### config.mk
export PLATFORM = sky130hd
export DESIGN_NAME = multicycle_ctrl
export DESIGN_NICKNAME = d
export VERILOG_FILES = /design/src/rtl/multicycle_pkg.sv /design/src/rtl/mc_decode.sv /design/src/rtl/multicycle_ctrl.sv
export SDC_FILE = /design/constraint.sdc
export NUM_CORES = 1
export LEC_CHECK = 0
export ABC_AREA = 1
export CORE_MARGIN = 5
export CORE_UTILIZATION = 43
export DETAILED_ROUTE_END_ITERATION = 8
export GPL_TIMING_DRIVEN = 0
export PLACE_DENSITY_LB_ADDON = 0.2
export SYNTH_ARGS = -nofsm -noshare
export SYNTH_HDL_FRONTEND = slang
export SYNTH_SLANG_ARGS = --single-unit
### constraint.sdc
create_clock -name clk -period 1.4 [get_ports clk]
set_clock_uncertainty 0.1 [all_clocks]
set_input_delay 0.21 -clock clk [delete_from_list [all_inputs] [get_ports clk]]
set_output_delay 0.21 -clock clk [all_outputs]
set_load 0.03 [all_outputs]
### src/rtl/multicycle_pkg.sv
// Shared types and helpers for the multi-cycle control sequencer:
// FSM state encoding, opcode classes and immediate sign extension.
package multicycle_pkg;

   typedef enum logic [3:0] {
      S_IDLE,
      S_FETCH,
      S_DECODE,
      S_RD_A,
      S_RD_B,
      S_EXEC,
      S_WAIT,
      S_WB,
      S_RETIRE,
      S_HALTED
   } state_t;

   typedef enum logic [1:0] {
      C_HALT,
      C_NOP,
      C_RR,
      C_RI
   } op_class_t;

   typedef struct packed {
      op_class_t cls;
      logic      is_cmp;
   } op_dec_t;

   localparam logic [3:0] OP_HALT   = 4'h0;
   localparam logic [3:0] OP_CMP_RR = 4'h7;
   localparam logic [3:0] OP_CMP_RI = 4'hF;

   function automatic op_dec_t classify(input logic [3:0] op);
      op_dec_t d;
      d.is_cmp = (op == OP_CMP_RR) || (op == OP_CMP_RI);
      case (op)
         OP_HALT:                                   d.cls = C_HALT;
         4'h1, 4'h2, 4'h3:                          d.cls = C_NOP;
         4'h4, 4'h5, 4'h6, 4'h7, 4'h8, 4'hA:        d.cls = C_RR;
         default:                                   d.cls = C_RI;
      endcase
      return d;
   endfunction

   // Sign-extends the low w bits of v to 64 bits; callers truncate to their width.
   function automatic logic [63:0] sext(input logic [63:0] v, input int w);
      logic [63:0] mask;
      logic [63:0] sign;
      mask = ~64'd0 << w;
      sign = (v >> (w - 1)) & 64'd1;
      return (sign != 64'd0) ? (v | mask) : (v & ~mask);
   endfunction

endpackage

### src/rtl/mc_decode.sv
// Combinational opcode classifier: HALT / NOP / register-register /
// register-immediate, plus whether the opcode is a compare.
module mc_decode
   import multicycle_pkg::*;
(
   input  logic [3:0] i_op,
   output logic [1:0] o_cls,
   output logic       o_is_cmp
);

   op_dec_t w_dec;

   assign w_dec    = classify(i_op);
   assign o_cls    = w_dec.cls;
   assign o_is_cmp = w_dec.is_cmp;

endmodule

### src/rtl/multicycle_ctrl.sv
// Multi-cycle control sequencer: fetch, decode, register reads, ALU
// start/done handshake, writeback and PC advance, with HALT/resume.
module multicycle_ctrl
   import multicycle_pkg::*;
#(
   parameter int DATA_W   = 8,
   parameter int NUM_REGS = 4,
   parameter int PC_W     = 16,
   parameter int CNT_W    = 16,
   localparam int RIDX_W  = $clog2(NUM_REGS),
   localparam int INSTR_W = 4 + 2 * RIDX_W
) (
   input  logic               clk,
   input  logic               rst,
   input  logic               start,
   output logic               instr_req,
   output logic [PC_W-1:0]    instr_addr,
   input  logic               instr_valid,
   input  logic [INSTR_W-1:0] instr_data,
   output logic [RIDX_W-1:0]  rf_raddr,
   input  logic [DATA_W-1:0]  rf_rdata,
   output logic               rf_we,
   output logic [RIDX_W-1:0]  rf_waddr,
   output logic [DATA_W-1:0]  rf_wdata,
   output logic               alu_start,
   output logic [3:0]         alu_op,
   output logic [DATA_W-1:0]  alu_a,
   output logic [DATA_W-1:0]  alu_b,
   input  logic               alu_done,
   input  logic [DATA_W-1:0]  alu_result,
   input  logic [1:0]         alu_flags,
   output logic [1:0]         flags,
   output logic               busy,
   output logic               halted,
   output logic [CNT_W-1:0]   retired,
   output logic [3:0]         dbg_state
);

   // Handshakes: instr_data is taken on any cycle where instr_req and
   // instr_valid are both high; alu_done is only honoured in S_WAIT.
   state_t               r_state;
   state_t               w_state_nxt;
   logic [PC_W-1:0]      r_pc;
   logic [CNT_W-1:0]     r_retired;
   logic [1:0]           r_flags;
   logic [INSTR_W-1:0]   r_ir;
   logic [DATA_W-1:0]    r_a;
   logic [DATA_W-1:0]    r_b;
   logic [DATA_W-1:0]    r_result;

   logic [3:0]           w_op;
   logic [RIDX_W-1:0]    w_rd;
   logic [RIDX_W-1:0]    w_rs;
   logic [DATA_W-1:0]    w_imm;
   logic [1:0]           w_cls;
   logic                 w_is_cmp;
   logic                 w_advance;

   assign w_op  = r_ir[INSTR_W-1 -: 4];
   assign w_rd  = r_ir[2*RIDX_W-1 -: RIDX_W];
   assign w_rs  = r_ir[RIDX_W-1:0];
   assign w_imm = DATA_W'(sext(64'(w_rs), RIDX_W));

   mc_decode u_decode (
      .i_op     (w_op),
      .o_cls    (w_cls),
      .o_is_cmp (w_is_cmp)
   );

   always_ff @(posedge clk or negedge rst) begin
      if (!rst) r_state <= S_IDLE;
      else      r_state <= w_state_nxt;
   end

   always_comb begin
      w_state_nxt = r_state;
      instr_req   = 1'b0;
      rf_raddr    = '0;
      rf_we       = 1'b0;
      rf_waddr    = '0;
      rf_wdata    = '0;
      alu_start   = 1'b0;
      unique case (r_state)
         S_IDLE:   if (start) w_state_nxt = S_FETCH;
         S_FETCH: begin
            instr_req = 1'b1;
            if (instr_valid) w_state_nxt = S_DECODE;
         end
         S_DECODE: begin
            if (w_cls == C_HALT)     w_state_nxt = S_HALTED;
            else if (w_cls == C_NOP) w_state_nxt = S_FETCH;
            else begin
               rf_raddr    = w_rd;
               w_state_nxt = S_RD_A;
            end
         end
         S_RD_A: begin
            if (w_cls == C_RR) begin
               rf_raddr    = w_rs;
               w_state_nxt = S_RD_B;
            end else begin
               w_state_nxt = S_EXEC;
            end
         end
         S_RD_B:   w_state_nxt = S_EXEC;
         S_EXEC: begin
            alu_start   = 1'b1;
            w_state_nxt = S_WAIT;
         end
         S_WAIT:   if (alu_done) w_state_nxt = w_is_cmp ? S_RETIRE : S_WB;
         S_WB: begin
            rf_we       = 1'b1;
            rf_waddr    = w_rd;
            rf_wdata    = r_result;
            w_state_nxt = S_RETIRE;
         end
         S_RETIRE: w_state_nxt = S_FETCH;
         S_HALTED: if (start) w_state_nxt = S_FETCH;
         default:  w_state_nxt = S_IDLE;
      endcase
   end

   // HALT and NOP complete in DECODE; everything else completes in RETIRE.
   assign w_advance = (r_state == S_RETIRE) ||
                      ((r_state == S_DECODE) && ((w_cls == C_HALT) || (w_cls == C_NOP)));

   always_ff @(posedge clk or negedge rst) begin
      if (!rst) begin
         r_pc      <= '0;
         r_retired <= '0;
         r_flags   <= '0;
         r_ir      <= '0;
         r_a       <= '0;
         r_b       <= '0;
         r_result  <= '0;
      end else begin
         if ((r_state == S_FETCH) && instr_valid) r_ir <= instr_data;
         if (w_advance) begin
            r_pc      <= r_pc + PC_W'(1);
            r_retired <= r_retired + CNT_W'(1);
         end
         if (r_state == S_RD_A) begin
            r_a <= rf_rdata;
            if (w_cls != C_RR) r_b <= w_imm;
         end
         if (r_state == S_RD_B) r_b <= rf_rdata;
         if ((r_state == S_WAIT) && alu_done) begin
            r_result <= alu_result;
            r_flags  <= alu_flags;
         end
      end
   end

   assign instr_addr = r_pc;
   assign alu_op     = w_op;
   assign alu_a      = r_a;
   assign alu_b      = r_b;
   assign flags      = r_flags;
   assign busy       = (r_state != S_IDLE) && (r_state != S_HALTED);
   assign halted     = (r_state == S_HALTED);
   assign retired    = r_retired;
   assign dbg_state  = r_state;

endmodule

# Word level (Yosys, flattened, before mapping)
# Memories as Yosys holds them, arrays and structs flattened.
# Index checks and enable logic that the tools add are counted.
dict set report op_classes {
  n_addsub 2
  eq_ne 18
  mux 21
  n_reduce_logical 15
}
# operator count
set op_table {}
lappend op_table {{8-bit 2-to-1 mux} 5}
lappend op_table {{4-bit one-hot mux with 9 select lines} 1}
lappend op_table {{16-bit by 1-bit adder with 16-bit output, second input constant} 2}
lappend op_table {{4-bit by 3-bit equality test with 1-bit output, second input constant} 5}
lappend op_table {{4-bit 2-to-1 mux} 5}
lappend op_table {{4-bit equality test, second input constant} 3}
lappend op_table {{2-bit 2-to-1 mux} 5}
lappend op_table {{4-bit by 2-bit equality test with 1-bit output, second input constant} 2}
lappend op_table {{2-bit != test, second input constant} 3}
lappend op_table {{4-bit by 1-bit equality test with 1-bit output, second input constant} 1}
lappend op_table {{1-bit logical AND} 4}
lappend op_table {{4-bit logical NOT} 1}
lappend op_table {{1-bit 2-to-1 mux} 4}
lappend op_table {{4-bit != test, second input constant} 1}
lappend op_table {{2-bit one-hot mux with 2 select lines} 1}
lappend op_table {{2-bit nonzero test} 2}
lappend op_table {{4-bit nonzero test} 1}
lappend op_table {{1-bit logical OR} 3}
lappend op_table {{3-bit AND reduction} 1}
lappend op_table {{2-bit by 1-bit equality test with 1-bit output, second input constant} 1}
lappend op_table {{2-bit equality test, second input constant} 1}
lappend op_table {{2-bit logical NOT} 1}
lappend op_table {{2-bit by 1-bit != test with 1-bit output, second input constant} 1}
lappend op_table {{2-bit AND reduction} 1}
lappend op_table {{2-bit OR reduction} 1}
dict set report totals {
  reg_bits 70
  romBits 32
  input_bits 31
  out_inout_bits 75
  word_cells 65
  memories 1
}
# name words width read_ports rd_clocked_by_memory_dff write_ports line_no
set mem_list {}
lappend mem_list {{(name not given)} 16 2 1 0 0 multicycle_pkg.sv:37} ;# case (op)

# Logic depth before layout (Yosys ltp)
# Gate-level depths: netlist (run 1).
dict set report depth {
  word_depth 5
  depth_mapped 9
  mapped_depth_nobuf 9
}

# Hierarchy
# A second synthesis (run 1) with hierarchy kept.
dict set report hier_totals {
  cells_unflattened 463
  hier_area_um2 3558.4
}
# mod n_inst cells_per_inst area_per_inst_um2 seq_area_each_um2
set by_module_without_submodules {}
lappend by_module_without_submodules {multicycle_ctrl 1 454 3523.4 1751.7}
lappend by_module_without_submodules {mc_decode 1 9 35.0 0.0}

# Worst setup path after synthesis (run 1)
# Ideal clock, no wire load.
dict set report synth_timing {
  path_kind {register to output}
  startpoint {reg r_state[2] (netlist: dbg_state[2])}
  endpoint {out rf_waddr[0]}
  t_arrival_ns 2.100
  required_ns 1.090
  setup_slack_ns -1.010
  path_stages_with_launch 8
  path_buffers 1
  path_cell_list {dfrtp_1 > inv_1 > nor2_4 > inv_1 > nor2_1 > inv_1 > clkbuf_1 > nor2_1}
}
dict set report synth_between {
  elab_chain_len 2
}
# element line_no
set synth_lines {}
lappend synth_lines {{from (decl)} multicycle_ctrl.sv:41} ;# state_t r_state;
lappend synth_lines {{from (signal assigned)} multicycle_ctrl.sv:72} ;# else r_state <= w_state_nxt;
lappend synth_lines {{4-bit by 3-bit equality test with 1-bit output} multicycle_ctrl.sv:83} ;# unique case (r_state)
lappend synth_lines {{2-bit 2-to-1 mux} multicycle_ctrl.sv:83}
lappend synth_lines {{to (decl)} multicycle_ctrl.sv:23} ;# output logic [RIDX_W-1:0] rf_waddr,
# Every way passes these cells.

# Final worst setup path (run 1)
dict set report layout_timing {
  startpoint {reg r_state[0] (netlist: dbg_state[0])}
  endpoint {out rf_wdata[3]}
}
dict set report layout_between {
  elab_chain_len 2
}
# element line_no
set layout_lines {}
lappend layout_lines {{4-bit by 3-bit equality test with 1-bit output} multicycle_ctrl.sv:83}
lappend layout_lines {{8-bit 2-to-1 mux} multicycle_ctrl.sv:83}
lappend layout_lines {{to (decl)} multicycle_ctrl.sv:24} ;# output logic [DATA_W-1:0] rf_wdata,
# Every way passes these cells.

==> parameters.txt, run 1 <==
Parameter                              Value

Die
  I/O pin total    106
  Initial standard-cell utilization of the core    43.78%
  Die Ht    101 um
  Floorplan die area    10200 um2
  Std-Cell Core Area    8134 um2
  Width of the die    101 um
  Standard-cell row count    33

Pwr
  Worst vdd rail ir drop    0.001274 V
  Static leakage    2.806 nW
  Total power divided by cell area    1872 nW/um2

Yosys
  Mean instance size in the synthesized netlist    7.674 um2
  Library cell with the largest summed area after synthesis    sky130_fd_sc_hd__dfrtp_1
  Sequential-to-total area share from yosys stat    49.19%
  Cell area after technology mapping    3561 um2
  Seq cells post-synth    70
  Cells taking the most area after synthesis    sky130_fd_sc_hd__dfrtp_1 (49%), sky130_fd_sc_hd__nand2_1 (16%), sky130_fd_sc_hd__nor2_1 (6.6%)
  Yosys warns    0
  Net count after synthesis    497
  Count of unique library cells instantiated by Yosys    26
  Cell count after synthesis    464
  Share of the synthesized area in the top cell type    49.19%

Final layout
  Leading cell type in the layout, fill and taps excluded    sky130_fd_sc_hd__nand2_1
  Commonest non-fill, non-tap cells in the layout    sky130_fd_sc_hd__nand2_1 (118), sky130_fd_sc_hd__dfrtp_1 (52), sky130_fd_sc_hd__inv_1 (44), sky130_fd_sc_hd__buf_6 (39), sky130_fd_sc_hd__nor2_1 (36)
  Fraction of final layout cells sized beyond drive strength 1    44.53%
  Finished Core Util    72.54%
  Number of antenna diodes    0
  Layout net count    650
  Area growth from synthesis to final layout    65.71%

Drt
  Post-DRT Antenna Nets    0
  Initial DRT Pass Iterations    6
  Avg Vias per Cell    5.095
  Routed wire length    11860 um
  DRC violation total after the first TritonRoute iteration    150
  DRC violation count after routing    0
  Vias after detailed routing    3704
  Drt wl/cell    16.31 um

Clock network
  Clock tree from TritonCTS    yes
  H-tree levels    3
  Maximum buffer depth of the clock tree    2
  Num CTS Buffers    9
  Clock tree sinks    70
  Clock transition at the register clock pins on the worst setup and hold paths after CTS    0.08 ns
  Later-pin clock latency in the skew report    0.34 ns
  Clock Root Buffer    sky130_fd_sc_hd__clkbuf_8

STA
  Number of endpoints with negative hold slack in the final report    0
  Final period util    138.4%
  RSZ-0062 raised after global routing    true
  Worst-case headroom to the max-slew limit    56.57%
  Final critical delay including setup and external delays    1.938 ns
  Number of max-slew violations in the final report    0
  Number of setup violations in the final report    83
  Slew of the pin with the lowest slew margin    0.6514 ns
  Top achievable clock speed    0.5160 GHz
  Post-layout worst setup margin    -0.5380 ns

Placed design
  Port-buffer cells    105
  Gp weighted congestion    0.9036
  Half-perimeter wire length after placement    6766 um
  Setup WS pre-CTS    -0.7681 ns

GRT
  Congestion Overflow GR    0
  Via count of the first global-routing pass    3435
  Antenna violations before repair    0
  Pin count of the biggest net entering global routing    71
  First-pass GRT wire length    15840 um
  Aggregate global-route resource usage    19.51%

Setup path
  Startpoint type of the worst setup path    register
  Signal arrival time at the worst endpoint    1.63 ns
  Critical-path maximum fanout    7
  Critical path endpoint category    primary output
  Critical path type    register to primary output
  Required time at the endpoint of the critical path    1.09 ns

Run status
  Run status    complete, but fails checks
  Violated checks    negative setup slack

Flow run
  Maxcap violations    0

Worst hold path
  Worst hold path type    input port to register
[cell families after synthesis]
logic type	share of synthesized area [%]
xor gates and xnor gates	4.919
DFF	49.19
adders and majority gates	0.7026
buffers and inverters	8.327
and+or+nand+nor	30.64
AOI/OAI and AO/OA	5.587
muxes	0.6324
[worst max-delay path: stages (launching register included)]
cell and delay [ns]:
sky130_fd_sc_hd__dfrtp_2 0.51, sky130_fd_sc_hd__nand2_1 0.15, sky130_fd_sc_hd__nor2_4 0.17, sky130_fd_sc_hd__inv_4 0.06, sky130_fd_sc_hd__clkbuf_16 0.17, sky130_fd_sc_hd__nor2_4 0.10, sky130_fd_sc_hd__buf_6 0.13
[report_power, final]
group          switching, mW  internal [mW]  total, mW
clock                  0.821          0.825       1.65
combinational           3.73           2.48       6.21
sequential             0.562           2.63       3.19
[routing by layer]
layer	vias to the layer above	track usage, %	routed length [um]
li1	1744	-	-
met4	0	7.260	307
met1	1785	24.65	4672
met3	26	3.529	738
met5	-	0	0
met2	149	33.27	6140
[synthesized netlist by cell type]
master / count
sky130_fd_sc_hd__a21oi_1: 12
sky130_fd_sc_hd__buf_6: 2
sky130_fd_sc_hd__inv_1: 53
sky130_fd_sc_hd__nor2_1: 63
sky130_fd_sc_hd__nor3_1: 3
sky130_fd_sc_hd__xnor2_1: 12
sky130_fd_sc_hd__nor2_2: 1
sky130_fd_sc_hd__ha_1: 2
sky130_fd_sc_hd__nand2_1: 154
sky130_fd_sc_hd__clkbuf_1: 3
sky130_fd_sc_hd__nand2_4: 1
sky130_fd_sc_hd__nand3_1: 23
sky130_fd_sc_hd__o21ai_1: 1
sky130_fd_sc_hd__dfrtp_1: 70
sky130_fd_sc_hd__nand4_1: 6
sky130_fd_sc_hd__inv_2: 5
sky130_fd_sc_hd__buf_2: 3
sky130_fd_sc_hd__nand3b_1: 2
sky130_fd_sc_hd__o2bb2ai_1: 1
sky130_fd_sc_hd__xor2_1: 8
sky130_fd_sc_hd__nor2_4: 3
sky130_fd_sc_hd__nand3_2: 3
sky130_fd_sc_hd__buf_4: 4
sky130_fd_sc_hd__o21ai_0: 25
sky130_fd_sc_hd__nand2_2: 2
sky130_fd_sc_hd__mux2_2: 2
[layout make-up]
cell class,count,area [um2]
buffer,12,173.9
clock buffer,9,123.9
timing repair buffer,140,1266
inverter,58,235.2
clock inverter,7,75.07
tap,105,131.4
fill,595,2233
multi-input combinational,326,2121
sequential,70,1774
[sequential cells by signal, indices dropped and copies added (netlist names)]
name / cells
alu_a: 8
alu_b: 8
dbg_state: 4
flags: 2
instr_addr: 16
r_ir: 8
r_result: 8
retired: 16
[worst paths after layout]
kind                                     startpoint                        end  slack (ns)  depth (start not counted)
min reg2reg                    alu_b[5]$_DFFE_PN0P_       alu_b[5]$_DFFE_PN0P_        0.39                          2
min in group asynchronous                       rst     retired[8]$_DFFE_PN0P_        0.33                          2
min                                   instr_data[4]        r_ir[4]$_DFFE_PN0P_        0.32                          3
max in group asynchronous                       rst     retired[1]$_DFFE_PN0P_        0.36                          2
max                        dbg_state[0]$_DFFE_PN0P_                rf_wdata[3]       -0.54                          6
max reg2reg                dbg_state[2]$_DFFE_PN0P_  instr_addr[0]$_DFFE_PN0P_       -0.31                          7
[through the flow]
step                total power, mW  area [um2]  std cells  hold WS [ns]  TNS, ns
global placement              7.526        5042        674        0.3647  -187.25
finish                        11.05        5901        727        0.3204   -20.98
global route                  11.58        5901        727        0.3533   -24.42
detailed placement            7.603        5040        674        0.2924   -20.08
floorplan                     5.990        3860        464       -0.1856   -7.361
CTS                           9.580        5502        708        0.3235   -13.25
[what timing repair did]
item / in CTS / in global routing
gates resized for setup: 352 / 164
setup endpoints to repair: 141 / 188
gates cloned: 4 / 3
pin swaps: 8 / 26
setup buffers: 13 / 17
endpoints found under the hold margin: 70 / 0
hold buffers: 1 / 0
(Power assumes the default switching activity.)
==> run 2: changes to the inputs <==
--- a/config.mk
+++ b/config.mk
@@ -6,7 +6,7 @@
 export NUM_CORES = 1
 export LEC_CHECK = 0
 export ABC_AREA = 1
-export CORE_MARGIN = 5
+export CORE_MARGIN = 1
 export CORE_UTILIZATION = 43
 export DETAILED_ROUTE_END_ITERATION = 8
 export GPL_TIMING_DRIVEN = 0
==> constraint.sdc (replaced) <==
create_clock -name clk -period 1.4 [get_ports clk]
set_clock_uncertainty 0.1 [all_clocks]
set_input_delay 0.28 -clock clk [delete_from_list [all_inputs] [get_ports clk]]
set_output_delay 0.28 -clock clk [all_outputs]
set_load 0.03 [all_outputs]
==> run 2 against run 1 <==
- the run still ends with negative setup slack left
- wire length increased by 4.7%
- sequential power barely moved
- critical path depth fell by 2
- non-clock buffer count grew 21
- setup slack lost 0.16 ns
- via count is 4.2% higher
- final cell count rose by 2.3%
==> parameters.txt, run 2 (synthesis results as in run 1) <==
Parameter                              Value

Clock network
  Clock Root Buffer    sky130_fd_sc_hd__clkbuf_8
  Clock transition at the register clock pins on the worst setup and hold paths after CTS    0.09 ns
  Later-pin clock latency in the skew report    0.34 ns
  Clock tree from TritonCTS    yes
  Num CTS Buffers    9
  Clock tree sinks    70
  H-tree levels    3
  Maximum buffer depth of the clock tree    2

GRT
  Pin count of the biggest net entering global routing    71
  First-pass GRT wire length    16580 um
  Via count of the first global-routing pass    3563
  Antenna violations before repair    0
  Congestion Overflow GR    0
  Aggregate global-route resource usage    24.56%

STA
  Number of endpoints with negative hold slack in the final report    0
  RSZ-0062 raised after global routing    true
  Post-layout worst setup margin    -0.6991 ns
  Final critical delay including setup and external delays    2.099 ns
  Hold Slack    0.3812 ns
  Slew of the pin with the lowest slew margin    0.6521 ns
  Worst-case headroom to the max-slew limit    56.53%
  Number of max-slew violations in the final report    0
  Final period util    149.9%
  Number of setup violations in the final report    91
  Top achievable clock speed    0.4764 GHz

Setup path
  Startpoint type of the worst setup path    register
  Critical-path maximum fanout    3
  Required time at the endpoint of the critical path    1.02 ns
  Signal arrival time at the worst endpoint    1.72 ns
  Critical path type    register to primary output
  Critical path endpoint category    primary output
  Reg-to-reg setup timing slack    -0.49 ns

Final layout
  Commonest non-fill, non-tap cells in the layout    sky130_fd_sc_hd__nand2_1 (112), sky130_fd_sc_hd__buf_6 (52), sky130_fd_sc_hd__inv_1 (45), sky130_fd_sc_hd__dfrtp_1 (43), sky130_fd_sc_hd__buf_2 (39)
  Post-Layout Inst Area    6165 um2
  Combined area of the multi-input logic cells    2148 um2
  Layout net count    670
  Area growth from synthesis to final layout    73.12%
  Filler-free cell count of the finished design    744
  Register Area    1785 um2
  Final-layout fill cell count    495
  Fraction of final layout cells sized beyond drive strength 1    49.53%
  Leading cell type in the layout, fill and taps excluded    sky130_fd_sc_hd__nand2_1
  Number of antenna diodes    0

Placed design
  Cells after DPL    671
  Half-perimeter wire length after placement    6614 um
  Total cell area at the placement stage    5036 um2
  Setup WS pre-CTS    -0.8483 ns
  Port-buffer cells    105
  Gp weighted congestion    0.8827

Drt
  Post-DRT Antenna Nets    0
  DRC violation count after routing    0
  Routed wire length    12410 um
  Vias after detailed routing    3859
  DRC violation total after the first TritonRoute iteration    208
  Drt wl/cell    16.68 um
  Avg Vias per Cell    5.187
  Initial DRT Pass Iterations    5

Worst hold path
  Worst hold path type    register to register

Die
  Standard-cell row count    32
  Die Ht    93 um
  I/O pin total    106
  Initial standard-cell utilization of the core    45.15%
  Width of the die    93 um
  Floorplan die area    8649 um2
  Std-Cell Core Area    7888 um2

Pwr
  Worst vdd rail ir drop    0.001118 V
  Static leakage    3.050 nW
  Total power divided by cell area    1871 nW/um2

Run status
  Run status    complete, but fails checks
  Violated checks    negative setup slack

Flow run
  Maxcap violations    0
[run 2: report_power, final]
group	internal [mW]	leakage [nW]	switching, mW
logic	2.71	2.09	3.79
registers	2.63	0.850	0.571
clock network	1.01	0.106	0.827
[run 2: layout make-up]
type	count	area share, %
Buffer	11	2.699
Clock buffer	9	2.009
Clock inverter	7	1.583
Inverter	58	3.897
Multi-Input combinational cell	325	34.85
Sequential cell	70	28.96
Tap cell	102	2.070
Timing Repair Buffer	162	23.93
[run 2: timing repair]
item,CTS,global route
endpoints found under the setup margin,145,174
pin swaps,9,28
cloned,3,4
hold buffers,1,0
endpoints found under the hold margin,52,0
resized for setup,459,161
setup buffers,30,21
[run 2: stage by stage]
step | power, mW | util [%] | setup TNS (ns)
after floorplan | 5.990 | - | -8.201
after global placement | 7.520 | 63.88 | -198.89
after detailed placement | 7.630 | 63.85 | -26.25
after CTS | 10.06 | 69.65 | -24.83
after global routing | 12.07 | 78.16 | -34.76
final | 11.54 | 78.16 | -31.31
[run 2: final timing paths]
path                                               start                       to  cells after the start
min in group asynchronous                            rst     alu_a[7]$_DFFE_PN0N_                      2
worst min register to register      alu_b[3]$_DFFE_PN0P_     alu_b[3]$_DFFE_PN0P_                      2
worst max register to register  dbg_state[3]$_DFFE_PN0P_  retired[10]$_DFFE_PN0P_                     10
worst max-delay path            dbg_state[3]$_DFFE_PN0P_              rf_raddr[1]                      4
worst min-delay path                alu_b[3]$_DFFE_PN0P_     alu_b[3]$_DFFE_PN0P_                      2
max in group asynchronous                            rst  retired[13]$_DFFE_PN0P_                      2
[run 2: metal layers]
metal	GRT usage (%)	part of all wire [%]	vias to the layer above	routed length (um)
met4	11.03	2.7	0	336
met2	42.03	53	154	6535
met1	30.25	39	1886	4819
li1	-	-	1788	-
met5	0	0	-	0
met3	4.309	5.8	31	721
[run 2: worst max-delay path, stage by stage (launching register included)]
cell	delay [ns]
sky130_fd_sc_hd__dfrtp_2	0.48
sky130_fd_sc_hd__nor2_4	0.23
sky130_fd_sc_hd__nand3b_1	0.28
sky130_fd_sc_hd__o21ai_4	0.24
sky130_fd_sc_hd__buf_6	0.15
